**src/rtl/stock_moving_avg_pkg.sv**
```systemverilog
// Shared definitions for the stock moving-average block: FSM state
// encoding, default sample width and the running-sum width helper.
package stock_pkg;

    localparam int unsigned DEFAULT_DATA_W = 32'd32;

    typedef enum logic [1:0] {
        IDLE   = 2'd0,
        READ   = 2'd1,
        UPDATE = 2'd2,
        OUT    = 2'd3
    } mavg_state_t;

    // A window of 2**win_log2 samples needs win_log2 extra bits so the
    // running sum can never wrap.
    function automatic int unsigned sum_width(input int unsigned data_w,
                                              input int unsigned win_log2);
        return data_w + win_log2;
    endfunction

endpackage

```
**src/rtl/stock_moving_avg_if.sv**
```systemverilog
// Price-stream interface of the moving-average block. The master side
// feeds samples and flush requests; the slave side (the averager)
// returns the average and its status flags.
interface stock_moving_avg_if
    import stock_pkg::*;
#(
    parameter int unsigned DATA_W = DEFAULT_DATA_W
) ();

    logic [DATA_W-1:0] stock_price;
    logic              data_ready;
    logic              clear;
    logic [DATA_W-1:0] average;
    logic              avg_valid;
    logic              window_full;
    logic              busy;
    logic              overrun;

    modport master (
        output stock_price, data_ready, clear,
        input  average, avg_valid, window_full, busy, overrun
    );

    modport slave (
        input  stock_price, data_ready, clear,
        output average, avg_valid, window_full, busy, overrun
    );

endinterface

```
**src/rtl/stock_moving_avg_ring_buf.sv**
```systemverilog
// Single-port register-file ring buffer holding the sample window.
// Synchronous read, write enable, external address; kept separate so the
// storage can later be swapped for an on-chip SRAM wrapper. Contents are
// not reset: entries are only ever read back once they have been written.
module mavg_ring_buf
    import stock_pkg::*;
#(
    parameter int unsigned DATA_W   = DEFAULT_DATA_W,
    parameter int unsigned WIN_LOG2 = 32'd5
) (
    input  logic                clk,
    input  logic [WIN_LOG2-1:0] addr,
    input  logic                we,
    input  logic [DATA_W-1:0]   wdata,
    input  logic                re,
    output logic [DATA_W-1:0]   rdata
);

    logic [DATA_W-1:0] mem_r [0:(32'd1 << WIN_LOG2) - 32'd1];
    logic [DATA_W-1:0] rdata_r;

    // Storage write and registered read of the addressed entry.
    always_ff @(posedge clk) begin
        if (we) begin
            mem_r[addr] <= wdata;
        end
        if (re) begin
            rdata_r <= mem_r[addr];
        end
    end

    assign rdata = rdata_r;

endmodule

```
**src/rtl/stock_moving_avg.sv**
```systemverilog
// Sliding-window moving average of a stock price stream.
// Each accepted sample walks IDLE -> READ -> UPDATE -> OUT: the oldest
// entry is read, the running sum is adjusted (add newest, subtract
// evicted once the window is full), the newest sample overwrites the
// oldest, and the average (sum >> WIN_LOG2) is registered.
// Optional build macro STOCK_MAVG_ROUND_EN: round-half-up averaging with
// clamping to the largest sample value; otherwise plain truncation.
module stock_moving_avg
    import stock_pkg::*;
#(
    parameter int unsigned DATA_W   = DEFAULT_DATA_W,
    parameter int unsigned WIN_LOG2 = 32'd5
) (
    input  logic              clk,
    input  logic              n_rst,
    stock_moving_avg_if.slave bus
);

    localparam int unsigned SUM_W = sum_width(DATA_W, WIN_LOG2);
    localparam int unsigned CNT_W = WIN_LOG2 + 32'd1;
    localparam logic [CNT_W-1:0] DEPTH = CNT_W'(32'd1 << WIN_LOG2);

    mavg_state_t          state_r;
    mavg_state_t          state_s;
    logic [DATA_W-1:0]    price_r;
    logic [SUM_W-1:0]     sum_r;
    logic [CNT_W-1:0]     count_r;
    logic [WIN_LOG2-1:0]  wr_ptr_r;
    logic [DATA_W-1:0]    average_r;
    logic                 avg_valid_r;
    logic                 window_full_r;
    logic                 busy_r;
    logic                 overrun_r;

    logic [DATA_W-1:0]    old_s;
    logic [SUM_W-1:0]     evict_s;
    logic [SUM_W-1:0]     sum_upd_s;
    logic [CNT_W-1:0]     count_upd_s;
    logic [DATA_W-1:0]    avg_s;
    logic                 buf_we_s;
    logic                 buf_re_s;
`ifdef STOCK_MAVG_ROUND_EN
    logic [SUM_W:0]       round_s;
    logic [SUM_W:0]       round_shift_s;
`endif

    // The buffer is read while in READ and written while in UPDATE, both
    // at the write pointer, which always addresses the oldest entry.
    assign buf_re_s = (state_r == READ);
    assign buf_we_s = (state_r == UPDATE) && !bus.clear;

    mavg_ring_buf #(
        .DATA_W   (DATA_W),
        .WIN_LOG2 (WIN_LOG2)
    ) u_ring_buf (
        .clk   (clk),
        .addr  (wr_ptr_r),
        .we    (buf_we_s),
        .wdata (price_r),
        .re    (buf_re_s),
        .rdata (old_s)
    );

    // FSM state register.
    always_ff @(posedge clk or negedge n_rst) begin
        if (!n_rst) begin
            state_r <= IDLE;
        end else begin
            state_r <= state_s;
        end
    end

    // Next-state logic; a flush always returns to IDLE.
    always_comb begin
        state_s = state_r;
        if (bus.clear) begin
            state_s = IDLE;
        end else begin
            case (state_r)
                IDLE: begin
                    if (bus.data_ready) begin
                        state_s = READ;
                    end else begin
                        state_s = IDLE;
                    end
                end
                READ:    state_s = UPDATE;
                UPDATE:  state_s = OUT;
                OUT:     state_s = IDLE;
                default: state_s = IDLE;
            endcase
        end
    end

    // Running-sum and fill-count updates applied in UPDATE.
    always_comb begin
        evict_s     = {SUM_W{1'b0}};
        count_upd_s = count_r;
        if (window_full_r) begin
            evict_s = SUM_W'(old_s);
        end else begin
            evict_s = {SUM_W{1'b0}};
        end
        sum_upd_s = sum_r + SUM_W'(price_r) - evict_s;
        if (count_r == DEPTH) begin
            count_upd_s = count_r;
        end else begin
            count_upd_s = count_r + CNT_W'(1'b1);
        end
    end

    // Average of the current sum: truncating, or rounded half-up and clamped.
    always_comb begin
        avg_s = {DATA_W{1'b0}};
`ifdef STOCK_MAVG_ROUND_EN
        round_s       = {1'b0, sum_r} + ({{SUM_W{1'b0}}, 1'b1} << (WIN_LOG2 - 32'd1));
        round_shift_s = round_s >> WIN_LOG2;
        if (round_shift_s > {{(SUM_W + 32'd1 - DATA_W){1'b0}}, {DATA_W{1'b1}}}) begin
            avg_s = {DATA_W{1'b1}};
        end else begin
            avg_s = round_shift_s[DATA_W-1:0];
        end
`else
        avg_s = DATA_W'(sum_r >> WIN_LOG2);
`endif
    end

    // Datapath registers and registered status outputs.
    always_ff @(posedge clk or negedge n_rst) begin
        if (!n_rst) begin
            price_r       <= {DATA_W{1'b0}};
            sum_r         <= {SUM_W{1'b0}};
            count_r       <= {CNT_W{1'b0}};
            wr_ptr_r      <= {WIN_LOG2{1'b0}};
            average_r     <= {DATA_W{1'b0}};
            avg_valid_r   <= 1'b0;
            window_full_r <= 1'b0;
            busy_r        <= 1'b0;
            overrun_r     <= 1'b0;
        end else if (bus.clear) begin
            sum_r         <= {SUM_W{1'b0}};
            count_r       <= {CNT_W{1'b0}};
            wr_ptr_r      <= {WIN_LOG2{1'b0}};
            average_r     <= {DATA_W{1'b0}};
            avg_valid_r   <= 1'b0;
            window_full_r <= 1'b0;
            busy_r        <= 1'b0;
            overrun_r     <= 1'b0;
        end else begin
            avg_valid_r <= 1'b0;
            overrun_r   <= bus.data_ready && (state_r != IDLE);
            busy_r      <= (state_s != IDLE);
            case (state_r)
                IDLE: begin
                    if (bus.data_ready) begin
                        price_r <= bus.stock_price;
                    end
                end
                UPDATE: begin
                    sum_r         <= sum_upd_s;
                    count_r       <= count_upd_s;
                    window_full_r <= (count_upd_s == DEPTH);
                    wr_ptr_r      <= wr_ptr_r + WIN_LOG2'(1'b1);
                end
                OUT: begin
                    average_r   <= avg_s;
                    avg_valid_r <= window_full_r;
                end
                default: begin
                    avg_valid_r <= 1'b0;
                end
            endcase
        end
    end

    assign bus.average     = average_r;
    assign bus.avg_valid   = avg_valid_r;
    assign bus.window_full = window_full_r;
    assign bus.busy        = busy_r;
    assign bus.overrun     = overrun_r;

endmodule
```
**src/flat_wrapper.sv**
```systemverilog
// flat-port wrapper written by rule: the top's interface ports become plain ports
module stock_moving_avg_flat import stock_pkg::*;
#(
    parameter int unsigned DATA_W   = DEFAULT_DATA_W,
    parameter int unsigned WIN_LOG2 = 32'd5
)
  (clk, n_rst, bus_stock_price, bus_data_ready, bus_clear, bus_average, bus_avg_valid, bus_window_full, bus_busy, bus_overrun);
  stock_moving_avg_if #(.DATA_W(DATA_W)) bus_i ();
  input  logic clk;
  input  logic n_rst;
  input wire logic [$bits(bus_i.stock_price)-1:0] bus_stock_price;
  input wire logic [$bits(bus_i.data_ready)-1:0] bus_data_ready;
  input wire logic [$bits(bus_i.clear)-1:0] bus_clear;
  output wire logic [$bits(bus_i.average)-1:0] bus_average;
  output wire logic [$bits(bus_i.avg_valid)-1:0] bus_avg_valid;
  output wire logic [$bits(bus_i.window_full)-1:0] bus_window_full;
  output wire logic [$bits(bus_i.busy)-1:0] bus_busy;
  output wire logic [$bits(bus_i.overrun)-1:0] bus_overrun;
  assign bus_i.stock_price = bus_stock_price;
  assign bus_i.data_ready = bus_data_ready;
  assign bus_i.clear = bus_clear;
  assign bus_average = bus_i.average;
  assign bus_avg_valid = bus_i.avg_valid;
  assign bus_window_full = bus_i.window_full;
  assign bus_busy = bus_i.busy;
  assign bus_overrun = bus_i.overrun;
  stock_moving_avg #(.DATA_W(DATA_W), .WIN_LOG2(WIN_LOG2)) u_core (.clk(clk), .n_rst(n_rst), .bus(bus_i));
endmodule
```
**config.mk**
```make
export PLATFORM = sky130hd
export DESIGN_NAME = stock_moving_avg_flat
export DESIGN_NICKNAME = d
export VERILOG_FILES = /design/src/rtl/stock_moving_avg_pkg.sv /design/src/rtl/stock_moving_avg_if.sv /design/src/rtl/stock_moving_avg_ring_buf.sv /design/src/rtl/stock_moving_avg.sv /design/src/flat_wrapper.sv
export SDC_FILE = /design/constraint.sdc
export NUM_CORES = 1
export LEC_CHECK = 0
export CAP_MARGIN = 20
export CORE_ASPECT_RATIO = 0.75
export CORE_UTILIZATION = 45
export CTS_CLUSTER_DIAMETER = 120
export DETAILED_ROUTE_END_ITERATION = 12
export MAX_ROUTING_LAYER = met4
export PLACE_DENSITY = 0.68
export SYNTH_ARGS = -nofsm -noshare
export SYNTH_HDL_FRONTEND = slang
export SYNTH_SLANG_ARGS = --single-unit
```
**constraint.sdc**
```tcl
create_clock -name clk -period 3.6 [get_ports clk]
set_input_delay 0.54 -clock clk [delete_from_list [all_inputs] [get_ports clk]]
set_output_delay 0.54 -clock clk [all_outputs]
set_load 0.1 [all_outputs]
```
==> metrics <==
endpoints failing setup 1; max-slew violations 0; final instance area 55400 µm²; Pleak 18.1 nW; Critical Path Start Type register; hpwl dp 71600 µm; Syn Std Cell Area 47500 µm²; status finished with violations; reg-to-reg critical path endpoint u_core.sum_r[36]; placed cell areas 51500 µm²; DR vias 25419; Core Box Area 104000 µm²; clock skew 0.0229 ns; ys flop type edfxtp_1; Max Buffers Root-to-Sink 3; worst setup path end u_core.sum_r[36]; GRT Total Usage 23.6%; Net Switching 9.93 mW; Period minus WS final 3.60 ns; Comb pwr share 22.0%; CP max-delay cell dfrtp_4; number of global-route vias before repair 25555; Max Fclk 277 MHz; routed vias/inst 6.01; Largest delay share family, worst path compound AO/OA/AOI/OAI gates; Synthesized Nets 2613; area fraction in compound gates after synthesis 3.96%; worst reg2reg setup slack -0.004 ns; final worst slack -0.00362 ns; Sw Share 27.6%; worst relative slew slack 30.6%; failing checks setup timing; num rows 102; EDFF count, synth 1056; starting density of the core 45.7%; Detailed Route WL 122000 µm; critical path class reg -> reg; worst-path fanout max 4; Final Hold Fails 0; Least-Margin Pin Slew 1.04 ns; Mapped Avg Cell Area 19.0 µm²; DP Worst Slack -0.0863 ns; first-pass GRT wire length 177000 µm; initial antenna violation count 0; clk slew on worst S/H paths 0.07 ns; drt wl/cell 28.8 µm; CP endpoint kind register; Top-Level Pins 72; area share of fa/ha/maj cells after synthesis 2.59%; Max H-tree Level 3; drt first pass iters 5; Yosys warnings 0; mux contribution to synthesized area 14.1%; required time worst endpoint 4.19 ns; Residual DRC 0; # fillers 8010; Remaining Overflow, GRT 0; R2R depth 13; CTS tree done; peak supply drop 0.000486 V; nets@finish 2847; post-synth cell types 71; number of buffers created by CTS 104; Seq pwr share 45.5%; RSZ-0062 raised after global routing yes; Mapped Cells 2498; Placer Congestion 0.921; CP cell instances and2_4 > fa_1 > inv_2 > fa_2 > a21oi_4 > nor2_2 > or2_1 > a31o_1 > a211o_1 > nand2_2 > o21ai_2 > a221oi_2 > mux2_4; maximum number of pins on one net before global-route repair 74; clock network power share 32.5%; Detailed Route Iter0 Violations 3468; Layout area overhead 16.6%; Post-Layout Cell Count 4227; Synth Area in Simple Gates 3.34%; post-synthesis xor/xnor area fraction 0.701%; die area 107000 µm²; WP depth 13; proportion of layout cells with a drive suffix above 1 26.2%; Antenna Violating Nets Remaining 0; largest family of logic cells by synthesized area multiplexers; pwr/cell area 649 nW/µm²; Clock Latency Late Sink 0.72 ns; number of port buffers 71; clock sinks 1174; Synth Register Bits 1174; slowest stage delay, CP 0.51 ns; die width 377 µm; CTS Root Buffer Type clkbuf_16; Arr. time, crit path 4.20 ns; Worst Setup SP u_core.bus.window_full; post-synthesis sequential area ratio 73.0%; Hold WC Path Type in -> reg; max_cap viols 0; CP bufs+invs 1; Setup TNS -0.00362 ns; Die Height 283 µm; Internal 26.0 mW; Cells after DPL 4025; crit share post-route 100%; ys async rst share 10.1%; r2r startpoint u_core.bus.window_full
layer usage:
metal,GRT usage [%],share of wire (%)
met5,-,0
met3,4.15,9.0
met4,6.32,2.7
met1,34.5,43
met2,34.4,46
cells in the mapped netlist (3+ instances only):
cell,instances,share of area (%)
or3_1,4,0.053
o21a_1,6,0.095
nor3_1,4,0.042
mux4_2,256,12
mux2_2,32,0.76
a22oi_1,128,2.0
and3_1,4,0.053
nand4_1,41,0.54
o31ai_1,5,0.079
a21oi_1,38,0.40
o21bai_1,5,0.079
edfxtp_1,1056,67
inv_1,143,1.1
a41oi_1,3,0.055
o21ai_0,15,0.16
and3b_1,3,0.055
nor2b_1,9,0.12
ha_1,47,1.2
nand2_1,47,0.37
buf_1,19,0.15
dfrtp_1,118,6.2
a221oi_1,3,0.055
and2_1,35,0.46
nor3b_1,3,0.047
nand2b_1,6,0.079
nand3b_1,3,0.047
buf_2,24,0.25
o21ai_1,11,0.12
nand3_1,12,0.13
o311ai_1,3,0.055
xnor2_1,23,0.42
a21o_1,23,0.36
a211oi_1,6,0.095
a31oi_1,6,0.079
fa_1,32,1.3
nor2_1,132,1.0
clkbuf_1,86,0.68
mux2i_1,56,1.2
xor2_1,15,0.28
worst min-delay path by stage:
stage                                  start                             end  slack (ns)  cells past startpoint
after global placement    u_core.price_r[21]  u_core.u_ring_buf.mem_r[8][21]        0.50                      0
after global routing               bus_clear               u_core.count_r[1]        0.25                      2
after detailed placement  u_core.price_r[21]  u_core.u_ring_buf.mem_r[8][21]        0.48                      0
final                              bus_clear                u_core.sum_r[28]        0.23                      2
after floorplan                        n_rst           u_core.bus.average[0]        0.24                      0
after CTS                          bus_clear               u_core.count_r[0]        0.21                      2
layout make-up:
type	count	area [µm²]	area share, %
Inverter	143	537	0.969
Clock buffer	119	2740	4.95
Timing Repair Buffer	259	2540	4.59
Clock inverter	77	855	1.54
Tap cell	1404	1760	3.17
Antenna cell	1	2.50	0.00452
Multi-Input combinational cell	1050	12300	22.1
Sequential cell	1174	34700	62.6
placed cells by master (no fill, tap or decap), drive strengths merged, types with 7 or more instances in the layout:
| cell | instances |
|---|---|
| buf | 190 |
| a22oi | 128 |
| inv | 147 |
| xor2 | 15 |
| clkinvlp | 8 |
| a21oi | 38 |
| nand2 | 47 |
| mux2 | 34 |
| nor2 | 132 |
| nand3 | 13 |
| mux2i | 56 |
| and2 | 36 |
| clkinv | 49 |
| clkdlybuf4s50 | 68 |
| dfrtp | 118 |
| edfxtp | 1056 |
| o21ai | 26 |
| ha | 47 |
| xnor2 | 23 |
| a21o | 24 |
| fa | 32 |
| bufinv | 16 |
| a211oi | 7 |
| nor2b | 9 |
| nand4 | 41 |
| clkbuf | 119 |
| mux4 | 256 |
stage by stage:
| stage | total power [mW] | hold WS [ns] | util [%] |
|---|---|---|---|
| 5_1_grt | 37.3 | 0.250 | 53.3 |
| 2_1_floorplan | 21.3 | 0.244 | - |
| 4_1_cts | 35.7 | 0.205 | 53.1 |
| 3_5_place_dp | 24.0 | 0.484 | 49.6 |
| 6_report | 36.0 | 0.233 | 53.3 |
| 3_3_place_gp | 23.8 | 0.497 | 49.6 |
power by group through the flow:
| stage | Combinational [mW] | Sequential [mW] | Clock (mW) |
|---|---|---|---|
| after detailed placement | 7.34 | 16.6 | 0 |
| after floorplan | 4.31 | 17.0 | 0 |
| after global routing | 8.58 | 16.4 | 12.3 |
| after CTS | 7.52 | 16.3 | 11.8 |
| after global placement | 7.16 | 16.6 | 0 |
| final | 7.90 | 16.3 | 11.7 |
what timing repair did:
| action | 4_1_cts | 5_1_grt |
|---|---|---|
| endpoints found under the setup margin | 7 | 14 |
| setup buffers | 1 | 2 |
| gates resized for setup | 12 | 27 |
| hold buffers | 1 | 0 |
| hold endpoints to repair | 58 | 0 |
| pin swaps | 3 | 16 |
kinds of logic after synthesis:
family	count (synthesis)
multiplexers	346
AND/OR/NAND/NOR	320
flip-flops	1174
adder cells (fa/ha/maj)	79
XOR/XNOR	38
buffers and inverters	274
AO/OA/AOI/OAI	267
sequential cells by signal, summed over array words and instances (netlist names):
register	count
u_core.u_ring_buf.rdata	32
u_core.bus.overrun	1
u_core.count_r	6
u_core.bus.avg_valid	1
u_core.state_r	2
u_core.bus.window_full	1
u_core.u_ring_buf.mem_r	1024
u_core.bus.average	32
u_core.sum_r	37
u_core.bus.busy	1
u_core.wr_ptr_r	5
u_core.price_r	32
worst register-to-register path, cell delays in order, from the launching register on:
cell,delay (ns)
dfrtp_4,0.51
and2_4,0.16
fa_1,0.50
inv_2,0.06
fa_2,0.42
a21oi_4,0.19
nor2_2,0.07
or2_1,0.27
a31o_1,0.21
a211o_1,0.35
nand2_2,0.11
o21ai_2,0.06
a221oi_2,0.27
mux2_4,0.33
Note: power is estimated with default switching activity, not from simulation.
